<file path="src/rtl/dds_sweep_ctrl.sv">
// Frequency-sweep scheduler for the DDS core: takes one sweep config over valid/ready
// and steps the frequency word K from start to stop with a programmable dwell per word.
module dds_sweep_ctrl #(
  parameter int KW      = 32,
  parameter int PW      = 11,
  parameter int DWELL_W = 16
) (
  input  logic               clk,
  input  logic               rst_n,
  input  logic               cfg_valid_i,
  output logic               cfg_ready_o,
  input  logic [KW-1:0]      cfg_k_start_i,
  input  logic [KW-1:0]      cfg_k_stop_i,
  input  logic [KW-1:0]      cfg_k_step_i,
  input  logic [DWELL_W-1:0] cfg_dwell_i,
  input  logic [PW-1:0]      cfg_p_i,
  input  logic [1:0]         cfg_mode_i,
  input  logic               abort_i,
  output logic [KW-1:0]      k_o,
  output logic [PW-1:0]      p_o,
  output logic               busy_o,
  output logic               done_o,
  output logic               sweep_dir_o
);

  typedef enum logic [1:0] {IDLE, DWELL, DONE} state_e;

  localparam logic [1:0] MODE_SINGLE   = 2'b00;
  localparam logic [1:0] MODE_REPEAT   = 2'b01;
  localparam logic [1:0] MODE_TRIANGLE = 2'b10;

  state_e             state_q, state_d;
  logic [KW-1:0]      k_q, k_d;
  logic [PW-1:0]      p_q, p_d;
  logic [DWELL_W-1:0] cnt_q, cnt_d;
  logic               dir_q, dir_d;
  logic [KW-1:0]      start_q, start_d;
  logic [KW-1:0]      stop_q, stop_d;
  logic [KW-1:0]      step_q, step_d;
  logic [DWELL_W-1:0] dwell_q, dwell_d;
  logic [1:0]         mode_q, mode_d;

  // Step arithmetic is one bit wider so K saturates at the leg limit instead of wrapping.
  logic [KW:0]   sum_w;
  logic [KW:0]   diff_w;
  logic [KW-1:0] up_k;
  logic [KW-1:0] dn_k;
  logic          at_stop;
  logic          at_start;

  assign sum_w    = {1'b0, k_q} + {1'b0, step_q};
  assign diff_w   = {1'b0, k_q} - {1'b0, step_q};
  assign up_k     = (sum_w > {1'b0, stop_q}) ? stop_q : sum_w[KW-1:0];
  assign dn_k     = (diff_w[KW] || (diff_w[KW-1:0] < start_q)) ? start_q : diff_w[KW-1:0];
  assign at_stop  = (k_q == stop_q);
  assign at_start = (k_q == start_q);

  always_comb begin
    state_d = state_q;
    k_d     = k_q;
    p_d     = p_q;
    cnt_d   = cnt_q;
    dir_d   = dir_q;
    start_d = start_q;
    stop_d  = stop_q;
    step_d  = step_q;
    dwell_d = dwell_q;
    mode_d  = mode_q;

    unique case (state_q)
      IDLE: begin
        if (cfg_valid_i) begin
          start_d = cfg_k_start_i;
          stop_d  = (cfg_k_start_i > cfg_k_stop_i) ? cfg_k_start_i : cfg_k_stop_i;
          step_d  = (cfg_k_step_i == '0) ? KW'(1) : cfg_k_step_i;
          dwell_d = cfg_dwell_i;
          mode_d  = (cfg_mode_i == 2'b11) ? MODE_SINGLE : cfg_mode_i;
          k_d     = cfg_k_start_i;
          p_d     = cfg_p_i;
          cnt_d   = '0;
          dir_d   = 1'b0;
          state_d = DWELL;
        end
      end

      DWELL: begin
        if (abort_i) begin
          state_d = IDLE;
        end else if (cnt_q == dwell_q) begin
          cnt_d = '0;
          if (!dir_q) begin
            if (!at_stop) begin
              k_d = up_k;
            end else begin
              case (mode_q)
                MODE_REPEAT:   k_d = start_q;
                MODE_TRIANGLE: begin
                  dir_d = 1'b1;
                  k_d   = at_start ? k_q : dn_k;
                end
                default:       state_d = DONE;
              endcase
            end
          end else begin
            // Only a triangle sweep ever runs the falling leg.
            if (!at_start) begin
              k_d = dn_k;
            end else begin
              dir_d = 1'b0;
              k_d   = at_stop ? k_q : up_k;
            end
          end
        end else begin
          cnt_d = cnt_q + DWELL_W'(1);
        end
      end

      DONE: state_d = IDLE;

      default: state_d = IDLE;
    endcase
  end

  always_ff @(posedge clk or negedge rst_n) begin
    if (!rst_n) begin
      state_q <= IDLE;
      k_q     <= '0;
      p_q     <= '0;
      cnt_q   <= '0;
      dir_q   <= 1'b0;
      start_q <= '0;
      stop_q  <= '0;
      step_q  <= '0;
      dwell_q <= '0;
      mode_q  <= MODE_SINGLE;
    end else begin
      state_q <= state_d;
      k_q     <= k_d;
      p_q     <= p_d;
      cnt_q   <= cnt_d;
      dir_q   <= dir_d;
      start_q <= start_d;
      stop_q  <= stop_d;
      step_q  <= step_d;
      dwell_q <= dwell_d;
      mode_q  <= mode_d;
    end
  end

  assign cfg_ready_o = (state_q == IDLE);
  assign busy_o      = (state_q == DWELL);
  assign done_o      = (state_q == DONE);
  assign k_o         = k_q;
  assign p_o         = p_q;
  assign sweep_dir_o = dir_q;

endmodule

</file>
<file path="config.mk">
export PLATFORM = sky130hd
export DESIGN_NAME = dds_sweep_ctrl
export DESIGN_NICKNAME = d
export VERILOG_FILES = /design/src/rtl/dds_sweep_ctrl.sv
export SDC_FILE = /design/constraint.sdc
export NUM_CORES = 1
export LEC_CHECK = 0
export BUFFER_PORTS_ARGS = -buffer_cell sky130_fd_sc_hd__buf_2
export CELL_PAD_IN_SITES_DETAIL_PLACEMENT = 2
export CELL_PAD_IN_SITES_GLOBAL_PLACEMENT = 2
export CORE_MARGIN = 2
export CORE_UTILIZATION = 33
export CTS_BUF_LIST = sky130_fd_sc_hd__clkbuf_4
export DETAILED_ROUTE_END_ITERATION = 8
export PLACE_DENSITY = 0.91
export SYNTH_ARGS = -nofsm -noshare
export SYNTH_HDL_FRONTEND = slang
export SYNTH_SLANG_ARGS = --single-unit
</file>
<file path="constraint.sdc">
create_clock -name clk -period 4.93 [get_ports clk]
set_clock_uncertainty 0.05 [all_clocks]
set_input_delay 0.2465 -clock clk [delete_from_list [all_inputs] [get_ports clk]]
set_output_delay 0.2465 -clock clk [all_outputs]
set_load 0.01 [all_outputs]
</file>
==> run_results.csv <==
group,metric,value,unit
yosys,seq_area_frac_synth,0.294,
cts,cts.sinks,176,
critical_path,worstPathMaxFanout,4,
critical_path,slowest_delay,0.62,ns
global_routing,overflow,0,
yosys,synth_top_flop_cell,"dfrtp_1",
sta,maxSlewViolCount,4,
critical_path,cp_slowest_cell,"a31oi_1",
floorplan,fp.dieArea,0.0471,mm^2
global_routing,antenna_found_initial,16,
critical_path,critical_path.top_delay_family,"compound AO/OA/AOI/OAI gates",
yosys,syn-cell-area,0.0150,mm^2
sta,final_hold_viol_count,0,
sta,period_minus_slack,6.35,ns
sta,timing.final.crit_share,1.29,
critical_path,critical_path_class,"reg2reg",
cells_and_area,mostFrequentLayoutCells,"buf_4 (324), nand2_1 (242), buf_2 (174), dfrtp_1 (166), inv_1 (160)",
floorplan,num_rows,78,
placed_design,placedInstanceArea,0.0185,mm^2
cts,cts_max_path_buffers,2,
placed_design,post-place-cells,2815,
outcome,outcome,"finished with violations",
critical_path,required,5.63,ns
worst_hold_path,min_path_type,"in2reg",
sta,slew_headroom,-0.0484,
critical_path,critPathBufInv,6,
routing,ant_nets,0,
floorplan,fp.dieW,217,um
floorplan,coreArea,0.0451,mm^2
critical_path,startpoint,"k_o[0]",
routing,post-route-drc-count,0,
sta,setup_viol,32,
cells_and_area,fill_cells,4839,
cells_and_area,finalNonFillerCells,3069,
placed_design,dp_slack,-0.933,ns
critical_path,crit_arrival,7.06,ns
routing,avgViaCountPerCell,6.58,
global_routing,grt_max_degree,133,
global_routing,track_usage,0.429,
yosys,syn-instance-count,1833,
cells_and_area,final_area,0.0223,mm^2
routing,vias,20200,
cells_and_area,drive_gt1_frac,0.329,
global_routing,grt_pass1_vias,21500,
critical_path,cp-end-kind,"flop",
cts,clock_latency,0.91,ns
worst_hold_path,min_from,"cfg_dwell_i[5]",
floorplan,initial_core_util,0.332,
floorplan,ioPinCount,176,
cells_and_area,area_growth,48.9,%
cts,cts_max_level,4,
yosys,yosysWarnings,0,
cts,clockRootBuffer,"clkbuf_4",
yosys,synthArstFlopShare,1.00,
floorplan,die_y,217,um
critical_path,r2r-start,"k_o[0]",
sta,grt_setup_unrepaired,"yes",
cells_and_area,mostFrequentLayoutCell,"buf_4",
flow_run,maxCapViolCount,2,
yosys,synth.distinct_cells,79,
placed_design,port_buffers,175,
cts,cts_made_buffers,17,
cells_and_area,num-nets-final,2734,
cts,cts_tree,"done",
sta,tightestPinTransition,1.56,ns
global_routing,grt_first_pass_wirelength,147000,um
sta,whs,0.0733,ns
placed_design,gp_congestion,0.994,
sta,timing.fmax,0.157,GHz
routing,drt-total-wl,117000,um
yosys,syn_nets,2126,
routing,first_pass_iters,6,
outcome,failed_checks,"capacitance limit, slew limit, setup timing",
yosys,synth_edf_count,0,
critical_path,cp_cell_sequence,"buf_4, buf_6, ha_4, inv_4, fa_2, o21bai_4, buf_4, a21oi_1, xor2_1, ha_1, a21oi_1, o21ai_0, a2111oi_2, nor2_2, nor4_4, o22ai_4, buf_6, buf_4, a21oi_1, o21ai_2, a31oi_1",
yosys,syn_avg_cell_area,8.17,um^2
critical_path,crit_path_start_kind,"flop",
placed_design,dp_hpwl,62000,um
yosys,ys_ff_latch,176,
routing,wl_per_cell,38.1,um
sta,setup_ws,-1.42,ns
routing,drt_iter0_drc,2325,
cts,clkTransAtPathRegs,0.23,ns
final timing paths:
kind                       slack (ns)    endpoint  cells past startpoint
setup / recovery                -1.42     k_o[19]                     21
hold / removal                   0.07  dwell_q[5]                      4
setup reg to reg                -1.42     k_o[19]                     21
hold reg to reg                  0.51      p_o[7]                      2
max in group asynchronous        3.57     k_o[11]                      4
min in group asynchronous        0.38  step_q[24]                      4
tightest hold or removal path: cells and delay by family:
| kind | cells | cell delay, ns |
|---|---|---|
| buffers and inverters | 2 | 0.63 |
| AND/OR/NAND/NOR | 2 | 0.10 |
cell type report:
cell class | instances | area, um^2 | area share
repair buffers | 673 | 5190 | 0.233
multi-input cells | 1406 | 11000 | 0.493
inverters | 167 | 632 | 0.0283
clock buffers | 20 | 150 | 0.00674
flip-flops and latches | 176 | 4420 | 0.198
well taps | 600 | 751 | 0.0337
clock inverters | 12 | 134 | 0.00601
diodes | 15 | 37.5 | 0.00168
flip-flops by register name, summed over array words and instances (netlist names):
signal	count
step_q	32
k_o	32
dwell_q	16
start_q	32
cnt_q	16
p_o	11
state_q	2
mode_q	2
sweep_dir_o	1
stop_q	32
stage by stage:
step                utilization  setup TNS, ns
floorplan                     -              0
global placement          0.410          -8.14
detailed placement        0.410         -21.26
finish                    0.494         -28.92
CTS                       0.474          -5.68
global route              0.494         -29.45
cells by family after synthesis:
logic type               count (synthesis)  synth area share
AND/OR/NAND/NOR                        534             0.164
AO/OA/AOI/OAI                          502             0.210
buffers and inverters                  251            0.0658
flip-flops                             176             0.294
adder cells (fa/ha/maj)                164             0.138
XOR/XNOR                               151            0.0884
multiplexers                            55            0.0391
per-layer routing:
metal | up-vias | global-route usage | wire [um]
met3 | 781 | 0.110 | 12500
li1 | 7666 | - | -
met2 | 1748 | 0.708 | 52400
met4 | 2 | 0.343 | 12000
met5 | - | 0 | 13
met1 | 9993 | 0.470 | 39900
repair_timing:
action | CTS | global route
buffers inserted | 40 | 32
pin swaps | 66 | 70
setup endpoints to repair | 32 | 32
gates cloned | 1 | 0
hold endpoints to repair | 331 | 0
hold buffers | 138 | 0
resized for setup | 184 | 136
cell usage after synthesis, types with 4 or more instances:
cell / instances / area, um^2
o21ai_1: 4 / 20.0
nor2_1: 96 / 360
clkbuf_1: 54 / 203
nand4_1: 29 / 181
a211oi_1: 9 / 67.6
or3_1: 31 / 194
and3_1: 9 / 56.3
dfrtp_1: 176 / 4400
o21ai_0: 176 / 881
a221oi_2: 5 / 75.1
o31ai_1: 15 / 113
a221oi_1: 14 / 123
and2_1: 5 / 31.3
xor2_1: 87 / 762
nand2_1: 243 / 912
inv_1: 165 / 619
a21o_1: 27 / 203
nand3_1: 28 / 140
mux2i_1: 39 / 390
nor2b_1: 7 / 43.8
nand2b_1: 13 / 81.3
o22ai_1: 6 / 37.5
o221ai_1: 13 / 114
mux2_4: 4 / 60.1
a21oi_1: 130 / 651
ha_1: 162 / 2030
xnor2_1: 64 / 561
nor4_1: 32 / 200
a221o_1: 4 / 40.0
buf_1: 7 / 26.3
o211ai_1: 22 / 165
a31oi_1: 21 / 131
o21bai_1: 13 / 97.6
o21a_1: 4 / 30.0
a211o_1: 5 / 43.8
and4_1: 5 / 43.8
mux2_2: 10 / 113
buf_2: 19 / 95.1
nor3_1: 23 / 115
Power is left out: the tool's default activity adds up to more than one toggle a clock period on the data nets, which glitch-free logic cannot reach.
